File: config.mk
export PLATFORM = sky130hd
export DESIGN_NAME = fft_addr_gen_flat
export DESIGN_NICKNAME = d
export VERILOG_FILES = /design/src/rtl/fft_addr_gen_if.sv /design/src/rtl/fft_addr_gen.sv /design/src/flat_wrapper.sv
export SDC_FILE = /design/constraint.sdc
export NUM_CORES = 1
export LEC_CHECK = 0
export CORE_ASPECT_RATIO = 0.8
export CORE_MARGIN = 1
export CORE_UTILIZATION = 50
export DETAILED_ROUTE_END_ITERATION = 8
export PLACE_DENSITY = 0.84
export SYNTH_ARGS = -nofsm -noshare
export SYNTH_HDL_FRONTEND = slang
export SYNTH_SLANG_ARGS = --single-unit
File: constraint.sdc
create_clock -name clk -period 5.5 [get_ports clk]
set_input_delay 0.825 -clock clk [delete_from_list [all_inputs] [get_ports clk]]
set_output_delay 0.825 -clock clk [all_outputs]
set_load 0.01 [all_outputs]
File: src/rtl/fft_addr_gen_if.sv
// Handshake/configuration bundle between an FFT address consumer and fft_addr_gen.
// master = requester/consumer side, slave = generator side.
interface fft_addr_gen_if #(
    parameter int ADDR_W = 32,
    parameter int CNT_W  = 16
) ();
    logic              start;
    logic [ADDR_W-1:0] offset;
    logic [CNT_W-1:0]  filesize;
    logic [2:0]        shift;
    logic              mode;
    logic [4:0]        lg_n;
    logic [ADDR_W-1:0] addr;
    logic              addr_valid;
    logic              addr_ready;
    logic              busy;
    logic              done;

    modport master (
        output start, offset, filesize, shift, mode, lg_n, addr_ready,
        input  addr, addr_valid, busy, done
    );

    modport slave (
        input  start, offset, filesize, shift, mode, lg_n, addr_ready,
        output addr, addr_valid, busy, done
    );
endinterface

File: src/rtl/fft_addr_gen.sv
// Three-stage (index, transform, add) FFT address generator with valid/ready output.
// Optional bit-reversed indexing is enabled by defining FFT_ADDR_BITREV_EN.
module fft_addr_gen #(
    parameter int ADDR_W = 32,
    parameter int CNT_W  = 16
) (
    input  logic          clk,
    input  logic          rst,
    fft_addr_gen_if.slave bus
);
    typedef enum logic [1:0] {
        IDLE  = 2'd0,
        RUN   = 2'd1,
        DRAIN = 2'd2
    } state_t;

    localparam logic [CNT_W-1:0] CNT_ONE = CNT_W'(1);

    state_t            state_q, state_d;
    logic [CNT_W-1:0]  cnt_q, fs_q, idx_q, sel_idx_s;
    logic [ADDR_W-1:0] offset_q, t_q, addr_q, t_d, addr_d;
    logic [2:0]        shift_q;
    logic              v1_q, v2_q, v3_q;
    logic              done_q, done_d;
    logic              adv_s, load_s, issue_s;

    assign adv_s = !v3_q || bus.addr_ready;

`ifdef FFT_ADDR_BITREV_EN
    logic       mode_q;
    logic [4:0] lg_n_q;

    // Reverse bits [n-1:0], keep the upper bits; constant indices keep it a pure mux tree.
    function automatic logic [CNT_W-1:0] bitrev_f(input logic [CNT_W-1:0] v, input logic [4:0] n);
        logic [CNT_W-1:0] r;
        r = v;
        for (int i = 0; i < CNT_W; i++) begin
            for (int j = 0; j < CNT_W; j++) begin
                if ((i < int'(n)) && ((i + j) == (int'(n) - 1))) begin
                    r[i] = v[j];
                end
            end
        end
        return r;
    endfunction

    // Index selection for the transform stage
    always_comb begin
        sel_idx_s = idx_q;
        if (mode_q) begin
            sel_idx_s = bitrev_f(idx_q, lg_n_q);
        end else begin
            sel_idx_s = idx_q;
        end
    end
`else
    logic unused_cfg_s;
    assign unused_cfg_s = ^{bus.mode, bus.lg_n};
    assign sel_idx_s    = idx_q;
`endif

    assign t_d    = ADDR_W'(sel_idx_s) << shift_q;
    assign addr_d = offset_q + t_q;

    // FSM state register
    always_ff @(posedge clk) begin
        if (rst) begin
            state_q <= IDLE;
        end else begin
            state_q <= state_d;
        end
    end

    // Next state, counter issue and done request
    always_comb begin
        state_d = state_q;
        load_s  = 1'b0;
        issue_s = 1'b0;
        done_d  = 1'b0;
        case (state_q)
            IDLE: begin
                if (bus.start && (bus.filesize != '0)) begin
                    load_s  = 1'b1;
                    state_d = RUN;
                end else if (bus.start) begin
                    done_d  = 1'b1;
                end else begin
                    state_d = IDLE;
                end
            end
            RUN: begin
                if (adv_s) begin
                    issue_s = 1'b1;
                    if (cnt_q == (fs_q - CNT_ONE)) begin
                        state_d = DRAIN;
                    end else begin
                        state_d = RUN;
                    end
                end else begin
                    state_d = RUN;
                end
            end
            DRAIN: begin
                // Only the add stage can still hold data once the earlier stages are empty.
                if (!v1_q && !v2_q && v3_q && bus.addr_ready) begin
                    state_d = IDLE;
                    done_d  = 1'b1;
                end else begin
                    state_d = DRAIN;
                end
            end
            default: begin
                state_d = IDLE;
            end
        endcase
    end

    // Configuration capture, index counter and the three pipeline stages
    always_ff @(posedge clk) begin
        if (rst) begin
            cnt_q    <= '0;
            fs_q     <= '0;
            offset_q <= '0;
            shift_q  <= 3'd0;
            idx_q    <= '0;
            t_q      <= '0;
            addr_q   <= '0;
            v1_q     <= 1'b0;
            v2_q     <= 1'b0;
            v3_q     <= 1'b0;
            done_q   <= 1'b0;
`ifdef FFT_ADDR_BITREV_EN
            mode_q   <= 1'b0;
            lg_n_q   <= 5'd0;
`endif
        end else begin
            done_q <= done_d;
            if (load_s) begin
                cnt_q    <= '0;
                fs_q     <= bus.filesize;
                offset_q <= bus.offset;
                shift_q  <= bus.shift;
`ifdef FFT_ADDR_BITREV_EN
                mode_q   <= bus.mode;
                lg_n_q   <= bus.lg_n;
`endif
            end else if (issue_s) begin
                cnt_q <= cnt_q + CNT_ONE;
            end
            if (adv_s) begin
                v1_q  <= issue_s;
                idx_q <= cnt_q;
                v2_q  <= v1_q;
                t_q   <= t_d;
                v3_q  <= v2_q;
                if (v2_q) begin
                    addr_q <= addr_d;
                end
            end
        end
    end

    assign bus.addr       = addr_q;
    assign bus.addr_valid = v3_q;
    assign bus.busy       = (state_q != IDLE);
    assign bus.done       = done_q;
endmodule

File: src/flat_wrapper.sv
// flat-port wrapper written by rule: the top's interface ports become plain ports
module fft_addr_gen_flat 
#(
    parameter int ADDR_W = 32,
    parameter int CNT_W  = 16
)
  (clk, rst, bus_start, bus_offset, bus_filesize, bus_shift, bus_mode, bus_lg_n, bus_addr_ready, bus_addr, bus_addr_valid, bus_busy, bus_done);
  fft_addr_gen_if #(.ADDR_W(ADDR_W), .CNT_W(CNT_W)) bus_i ();
  input  logic clk;
  input  logic rst;
  input wire logic [$bits(bus_i.start)-1:0] bus_start;
  input wire logic [$bits(bus_i.offset)-1:0] bus_offset;
  input wire logic [$bits(bus_i.filesize)-1:0] bus_filesize;
  input wire logic [$bits(bus_i.shift)-1:0] bus_shift;
  input wire logic [$bits(bus_i.mode)-1:0] bus_mode;
  input wire logic [$bits(bus_i.lg_n)-1:0] bus_lg_n;
  input wire logic [$bits(bus_i.addr_ready)-1:0] bus_addr_ready;
  output wire logic [$bits(bus_i.addr)-1:0] bus_addr;
  output wire logic [$bits(bus_i.addr_valid)-1:0] bus_addr_valid;
  output wire logic [$bits(bus_i.busy)-1:0] bus_busy;
  output wire logic [$bits(bus_i.done)-1:0] bus_done;
  assign bus_i.start = bus_start;
  assign bus_i.offset = bus_offset;
  assign bus_i.filesize = bus_filesize;
  assign bus_i.shift = bus_shift;
  assign bus_i.mode = bus_mode;
  assign bus_i.lg_n = bus_lg_n;
  assign bus_i.addr_ready = bus_addr_ready;
  assign bus_addr = bus_i.addr;
  assign bus_addr_valid = bus_i.addr_valid;
  assign bus_busy = bus_i.busy;
  assign bus_done = bus_i.done;
  fft_addr_gen #(.ADDR_W(ADDR_W), .CNT_W(CNT_W)) u_core (.clk(clk), .rst(rst), .bus(bus_i));
endmodule
Word-level counts from Yosys, hierarchy flattened --
Cells that the tools add are included. W data, S select, Z words.
Storage, ports and cells: input port bits 61, flip-flop bits (word level) 153, logic and storage cells 47, output and inout bits 35
Operators by class: reduce and logical (&&, ||, !) cells 13, $add $sub $neg 3, mux-type cells 14, eq/ne operators 4, shift-type cells 1
Operators with widths (number):
- $add A32 B32 Y32 | 1
- $shl A16 B3 Y32 | 1
- $add A16 B1 Y16 const B | 1
- $eq A16 B16 Y1 | 1
- $reduce_bool A16 Y1 | 1
- $sub A16 B1 Y16 const B | 1
- $mux W2 | 5
- $mux W1 | 7
- $pmux W2 S3 | 1
- $logic_and A1 B1 Y1 | 4
- $logic_not A1 Y1 | 3
- $ne A3 B2 Y1 const B | 1
- $eq A2 B1 Y1 const B | 1
- $eq A2 B2 Y1 const B | 1
- $logic_not A2 Y1 | 1
- $pmux W1 S2 | 1
- $reduce_and A2 Y1 | 1
- $reduce_bool A2 Y1 | 1
- $reduce_or A2 Y1 | 1
- $logic_or A1 B1 Y1 | 1

Depth between registers and ports, before layout --
Gate-level depths: netlist (run 1).
word-level depth 6, gate-level depth with buffers 10, depth with buffers taken out 10

Worst setup path after synthesis (run 1) --
OpenSTA, ideal clock, no wires.
path kind register -> register, from register u_core.fs_q[0], to register u_core.state_q[0], library setup time 0.135 ns, path slack 2.886 ns, cell stages (with the launch flop) 11, clock period less this slack 2.614 ns, arrival time 2.480 ns, data required time 5.365 ns, path buffers 1, cell sequence dfxtp_1 > inv_1 > ha_1 > buf_2 > nor4b_2 > a21boi_0 > xnor2_1 > a32oi_1 > or4_1 > or4_4 > nor4b_1
Between the ends: longest elaborated chain between the ends 5
Ends and longest elaborated chain:
- from (decl) | RTL line fft_addr_gen.sv:20 | logic [CNT_W-1:0] cnt_q, fs_q, idx_q, sel_idx_s;
- from (signal assigned) | RTL line fft_addr_gen.sv:140 | fs_q <= bus.filesize;
- $sub A16 B1 Y16 | RTL line fft_addr_gen.sv:94 | if (cnt_q == (fs_q - CNT_ONE)) begin
- $eq A16 B16 Y1 | RTL line fft_addr_gen.sv:94
- $mux W2 | RTL line fft_addr_gen.sv:94
- $mux W2 | RTL line fft_addr_gen.sv:92 | if (adv_s) begin
- $pmux W2 S3 | RTL line fft_addr_gen.sv:80 | case (state_q)
- to (signal assigned) | RTL line fft_addr_gen.sv:70 | state_q <= state_d;
- to (decl) | RTL line fft_addr_gen.sv:19 | state_t state_q, state_d;
No other way between the ends. A chain may end at the register's enable or synchronous reset.

Worst setup path in the final report (run 1) --
from input port bus_addr_ready, to register u_core.addr_q[29] (netlist: u_core.bus.addr[29])
Between the ends: longest elaborated chain between the ends 2
Ends and longest elaborated chain:
- from (decl) | RTL line flat_wrapper.sv:17 | input wire logic [$bits(bus_i.addr_ready)-1:0] bus_addr_ready;
- $logic_or A1 B1 Y1 | RTL line fft_addr_gen.sv:27 | assign adv_s = !v3_q || bus.addr_ready;
- $reduce_and A2 Y1 (no source line)
- to (signal assigned) | RTL line fft_addr_gen.sv:157 | addr_q <= addr_d;
- to (decl) | RTL line fft_addr_gen.sv:21 | logic [ADDR_W-1:0] offset_q, t_q, addr_q, t_d, addr_d;
No other way between the ends.

==> reports/metrics.cfg, run 1 <==
[placed_design]
io_buffer_count = 89
globalplace.congestion = 0.897
place_inst = 1207
hpwl_microns = 14000
placed_area_sq_um = 8740

[power_and_ir_drop]
powerDensity_nw_per_um2 = 295
p_leak_nw = 3.44
p_int_mw = 2.14
clock_power_share = 0.503
vdd_drop_max_v = 0.000192
pwr-share-comb = 0.097
switching_share = 0.234
power_mw = 2.79
pwr-share-seq = 0.400
power_switching_mw = 0.654

[critical_path]
cp.arrival_ns = 3.56
endpoint_kind = flop
cp_max_fo = 50
ff2ff_path_depth = 9
crit_chain = clkdlybuf4s50_1, nand2b_1, buf_4, nand2_1, or4b_2, nand3_1
r2r_slack_ns = 2.31
worstSetupStartpoint = bus_addr_ready
path_delay_family = simple AND/OR/NAND/NOR gates
critPathLaunchType = primary input
reg2reg_to = u_core.state_q[0]$_SDFFE_PP0P_
critPathMaxStageDelay_ns = 0.84
worstSetupPathType = primary input to flop
r2r-start = u_core.fs_q[0]$_SDFFE_PP0P_
cp_slowest_cell = or4b_2
critical_path_buf_inv_count = 2
required_ns = 5.87

[floorplan]
die_h_microns = 114
row_count = 40
core_area_sq_um = 15200
num_io_pins = 96
initial_core_util = 0.516
die_x_microns = 142
fp.dieArea_sq_um = 16100

[min_path]
hp-start = u_core.bus.addr[5]$_SDFFE_PP0P_
hold_end = u_core.bus.addr[5]$_SDFFE_PP0P_
whs_path_depth = 2
hold_class = flop to flop

[grt]
antenna_found_initial = 0
grt_pass1_vias = 6822
grt_pass1_wl_microns = 34400
track_usage = 0.268
grt_max_degree = 83
overflow = 0

[timing]
rsz0062_at_grt = false
post-route-min-period_ns = 3.19
drv_slew = 0
worst_pin_slew_ns = 1.22
maxSlewHeadroom = 0.183
max_clock_freq_mhz = 313
hold_viol_final = 0
setup_viol = 0
setup_tns_ns = 0
fin_skew_ns = 0.00572
period_share = 0.580

[job]
maxCapViolCount = 0

[clock_tree]
clk_root_buffer_cell = clkbuf_16
holdBufCountCts = 0
clk_latency_ns = 0.43
cts_setup_buffers = 0
postCtsResizedCells = 0
cts_made_buffers = 17
cts_num_sinks = 144
clockBufferDepth = 2
h-tree-depth = 4
cts.clk_slew.worst_paths_ns = 0.06
cts_tree = done

[drt]
ant_nets = 0
wirelength_microns = 20700
post_drt_wl_per_cell_microns = 16.7
drcViolationCount = 0
drtPass1Iterations = 6
drt-initial-drc-count = 652
dr_total_vias = 7286
avgViaCountPerCell = 5.88

[synth]
synthCells = 975
synthTopCellsByArea = dfxtp_1 (37%), nand2_1 (9.6%), a21oi_1 (6.5%)
synthFlopType = dfxtp_1
synth_cell_types = 69
synthArstFlopShare = 0
synth_nets = 1062
synth-seq-area-share = 0.369
yosysTopAreaCell = dfxtp_1
synth_edf_count = 0
synth_top_cell_area_share = 0.369
synthesis.area_sq_um = 7820
synth_seq_cells = 144
yosys_warnings = 0
syn_area_per_cell_sq_um = 8.02

[outcome]
outcome = finished clean

[layout]
n_antenna_cell = 0
areaGrowthSynthToFinish_pct = 20.9
layout.nets = 1103
fin_cells = 1239
stdcell_area_sq_um = 9450
most-common-layout-cells = nand2_1 (201), dfxtp_1 (144), a21oi_1 (102)
drive_gt1_frac = 0.0671
final_common_cell = nand2_1
nFillCells = 1244
multiInputGateArea_sq_um = 4630
seq_area_sq_um = 2880

## registers in the layout (all words and copies together) (netlist names)
signal                 count
u_core.bus.addr           32
u_core.state_q             2
u_core.v1_q                1
u_core.fs_q               16
u_core.offset_q           32
u_core.v2_q                1
u_core.cnt_q              16
u_core.bus.addr_valid      1
u_core.shift_q             3
u_core.t_q                23
u_core.idx_q              16
u_core.bus.done            1
## power by group through the flow
stage,Combinational [mW],Clock [mW],Sequential [mW]
5_1_grt,0.298,1.46,1.12
6_report,0.272,1.40,1.12
3_5_place_dp,0.264,0,1.14
3_3_place_gp,0.257,0,1.14
2_1_floorplan,0.184,0,1.12
4_1_cts,0.269,1.41,1.12
## worst max-delay path by stage
stage,end,cells after the start
after floorplan,u_core.state_q[0]$_SDFFE_PP0P_,10
after detailed placement,u_core.bus.addr[29]$_SDFFE_PP0P_,6
final,u_core.bus.addr[29]$_SDFFE_PP0P_,6
after global routing,u_core.bus.addr[29]$_SDFFE_PP0P_,6
after global placement,u_core.bus.addr[29]$_SDFFE_PP0P_,6
after CTS,u_core.bus.addr[29]$_SDFFE_PP0P_,6
## per-layer routing
layer  global-route usage  wire, microns  up-vias
met5                    0              0        -
met4               0.0703            282        0
met3               0.0714           1620       24
met2                0.407           9100      278
met1                0.376           9650     3449
li1                     -              -     3535
## worst register-to-register path: cells and delay by family (launching register included)
kind | cells | cell delay (ns)
simple gates | 4 | 1.76
buf+inv | 1 | 0.13
xor+xnor | 1 | 0.16
compound gates | 2 | 0.28
flops | 1 | 0.35
fa+ha+maj | 1 | 0.36
## logic make-up after synthesis
family / share of synthesized area
and+or+nand+nor: 0.240
buffers and inverters: 0.0413
xor gates and xnor gates: 0.0571
muxes: 0.0630
DFF: 0.369
AOI/OAI and AO/OA: 0.187
adders and majority gates: 0.0426
## Yosys cell counts (all sizes together) (7+ instances only)
library cell,count
nor2,84
nand4,13
nor2b,7
mux2i,20
clkbuf,64
nand2,201
inv,11
nor4,9
xor2,24
xnor2,27
nor3b,8
nor3,19
a21oi,102
buf,8
a211oi,31
ha,25
o21ai,26
and3,10
nand3,13
dfxtp,144
mux4,11
a21o,8
## metrics by stage
step / utilization / setup WS (ns) / hold slack, ns
floorplan: - / 2.89 / 0.436
global placement: 0.576 / 1.94 / 0.440
detailed placement: 0.576 / 1.90 / 0.448
CTS: 0.623 / 2.33 / 0.455
global route: 0.623 / 2.16 / 0.482
finish: 0.623 / 2.31 / 0.456
## layout make-up
type,count,area share
tap,210,0.0278
timing repair buffer,94,0.0979
multi-input combinational,748,0.489
sequential,144,0.305
clock inverter,15,0.0306
clock buffer,17,0.0450
inverter,11,0.00437
Power figures use the tool's default switching activity.
==> inputs of run 2 (changes only) <==
--- a/config.mk
+++ b/config.mk
@@ -9,7 +9,7 @@
 export CORE_MARGIN = 1
 export CORE_UTILIZATION = 50
 export DETAILED_ROUTE_END_ITERATION = 8
-export PLACE_DENSITY = 0.84
+export PLACE_DENSITY = 0.87
 export SYNTH_ARGS = -nofsm -noshare
 export SYNTH_HDL_FRONTEND = slang
 export SYNTH_SLANG_ARGS = --single-unit
==> constraint.sdc (replaced) <==
create_clock -name clk -period 2.7 [get_ports clk]
set_input_delay 0.405 -clock clk [delete_from_list [all_inputs] [get_ports clk]]
set_output_delay 0.405 -clock clk [all_outputs]
set_load 0.01 [all_outputs]
==> run 2 against run 1 <==
Compared with the run above:
- final cell count up 2.7%
- flip-flop and latch count unchanged
- critical path type is now flop to flop
- via count up 2.8%
- combinational power up 130%
- register-to-register slack worse by 2.3 ns
- wire length up 4.7%
- setup slack worse by 2.3 ns
==> reports/metrics.cfg, run 2 (synthesis gave the netlist of run 1 again) <==
[critical_path]
endpoint = u_core.state_q[0]$_SDFFE_PP0P_
cp.arrival_ns = 2.94
cp_max_fo = 6
reg2reg_to = u_core.state_q[0]$_SDFFE_PP0P_
critPathLaunchType = flop
r2r_slack_ns = 0.05
endpoint_kind = flop
ff2ff_path_depth = 9
worstSetupPathType = flop to flop
worstSetupStartpoint = u_core.fs_q[0]$_SDFFE_PP0P_
r2r-start = u_core.fs_q[0]$_SDFFE_PP0P_
required_ns = 2.99

[drt]
post_drt_wl_per_cell_microns = 17.0
drt-initial-drc-count = 826
avgViaCountPerCell = 5.89
drcViolationCount = 0
drtPass1Iterations = 7
ant_nets = 0
wirelength_microns = 21600
dr_total_vias = 7492

[floorplan]
die_h_microns = 114
num_io_pins = 96
row_count = 40
core_area_sq_um = 15200
fp.dieArea_sq_um = 16100
die_x_microns = 142
initial_core_util = 0.516

[timing]
fin_skew_ns = 0.00683
setup_viol = 0
post-route-min-period_ns = 2.65
max_clock_freq_mhz = 378
drv_slew = 0
worst_pin_slew_ns = 1.21
rsz0062_at_grt = false
period_share = 0.980
hold_viol_final = 0
maxSlewHeadroom = 0.191

[layout]
stdcell_area_sq_um = 9760
most-common-layout-cells = nand2_1 (201), dfxtp_1 (142), a21oi_1 (102)
final_common_cell = nand2_1
n_antenna_cell = 0
drive_gt1_frac = 0.113
final_util = 0.643
areaGrowthSynthToFinish_pct = 24.8
layout.nets = 1138

[min_path]
hold_class = flop to flop

[placed_design]
hpwl_microns = 14700
globalplace.congestion = 0.913
io_buffer_count = 89
placed_area_sq_um = 9020

[grt]
grt_max_degree = 78
track_usage = 0.275
grt_pass1_vias = 6935
grt_pass1_wl_microns = 34900
overflow = 0
antenna_found_initial = 0

[clock_tree]
cts.clk_slew.worst_paths_ns = 0.06
clk_latency_ns = 0.42
cts_made_buffers = 17
cts_tree = done
clk_root_buffer_cell = clkbuf_16
h-tree-depth = 4
cts_num_sinks = 144
holdBufCountCts = 0
clockBufferDepth = 2

[job]
maxCapViolCount = 0

[power_and_ir_drop]
p_leak_nw = 3.57
powerDensity_nw_per_um2 = 536
vdd_drop_max_v = 0.000368

[outcome]
outcome = finished clean

-- run 2: metal layers --
layer	global-route usage	up-vias	share of wire
met5	0	-	0
met4	0.0839	0	0.021
met3	0.0743	36	0.085
met2	0.418	338	0.44
met1	0.380	3503	0.45
li1	-	3615	-
-- run 2: power breakdown --
group	leakage (nW)	total [mW]	internal, mW	switching, mW
clock	0.280	2.34	1.49	0.854
combinational	2.11	0.617	0.291	0.326
sequential	1.17	2.27	2.19	0.0802
-- run 2: final cells by class --
cell class                 count  area (sq um)
sequential                   144          2890
fill                        1210          5410
tap                          210           263
multi-input combinational    748          4780
clock buffer                  24           472
clock inverter                 6           108
inverter                      11          41.3
timing repair buffer         129          1210
-- run 2: critical path: stages, from the launching register on --
cell,delay (ns)
dfxtp_1,0.33
inv_2,0.09
ha_4,0.17
or4b_4,0.52
nor3_4,0.15
a221o_1,0.18
and3_1,0.17
o221ai_1,0.12
or4_4,0.60
nor4b_1,0.18
-- run 2: worst min-delay path by stage --
stage / endpoint / start / depth (start not counted) / slack (ns)
after floorplan: u_core.t_q[6]$_SDFFE_PP0N_ / u_core.t_q[6]$_SDFFE_PP0N_ / 2 / 0.44
after global placement: u_core.bus.addr[5]$_SDFFE_PP0P_ / u_core.bus.addr[5]$_SDFFE_PP0P_ / 2 / 0.44
after detailed placement: u_core.bus.addr[22]$_SDFFE_PP0P_ / u_core.bus.addr[22]$_SDFFE_PP0P_ / 2 / 0.45
after CTS: u_core.bus.addr[22]$_SDFFE_PP0P_ / u_core.bus.addr[22]$_SDFFE_PP0P_ / 2 / 0.46
after global routing: u_core.bus.addr[22]$_SDFFE_PP0P_ / u_core.bus.addr[22]$_SDFFE_PP0P_ / 2 / 0.48
final: u_core.bus.addr[22]$_SDFFE_PP0P_ / u_core.bus.addr[22]$_SDFFE_PP0P_ / 2 / 0.46
-- run 2: repair_timing --
item	4_1_cts	5_1_grt
setup endpoints to repair	4	11
setup buffers	1	0
pin swaps	2	7
gates cloned	0	0
resized for setup	9	22
hold endpoints to repair	0	0
-- run 2: stage by stage --
| stage | total power [mW] | hold slack [ns] | std cells | setup TNS, ns | worst slack [ns] |
|---|---|---|---|---|---|
| after floorplan | 2.65 | 0.436 | 975 | 0 | 0.0857 |
| after global placement | 2.87 | 0.439 | 1241 | 0 | 0.00693 |
| after detailed placement | 2.89 | 0.450 | 1241 | -0.0386 | -0.0386 |
| after CTS | 5.23 | 0.462 | 1272 | 0 | 0.00162 |
| after global routing | 5.41 | 0.481 | 1272 | 0 | 0.00418 |
| final | 5.23 | 0.457 | 1272 | 0 | 0.0536 |
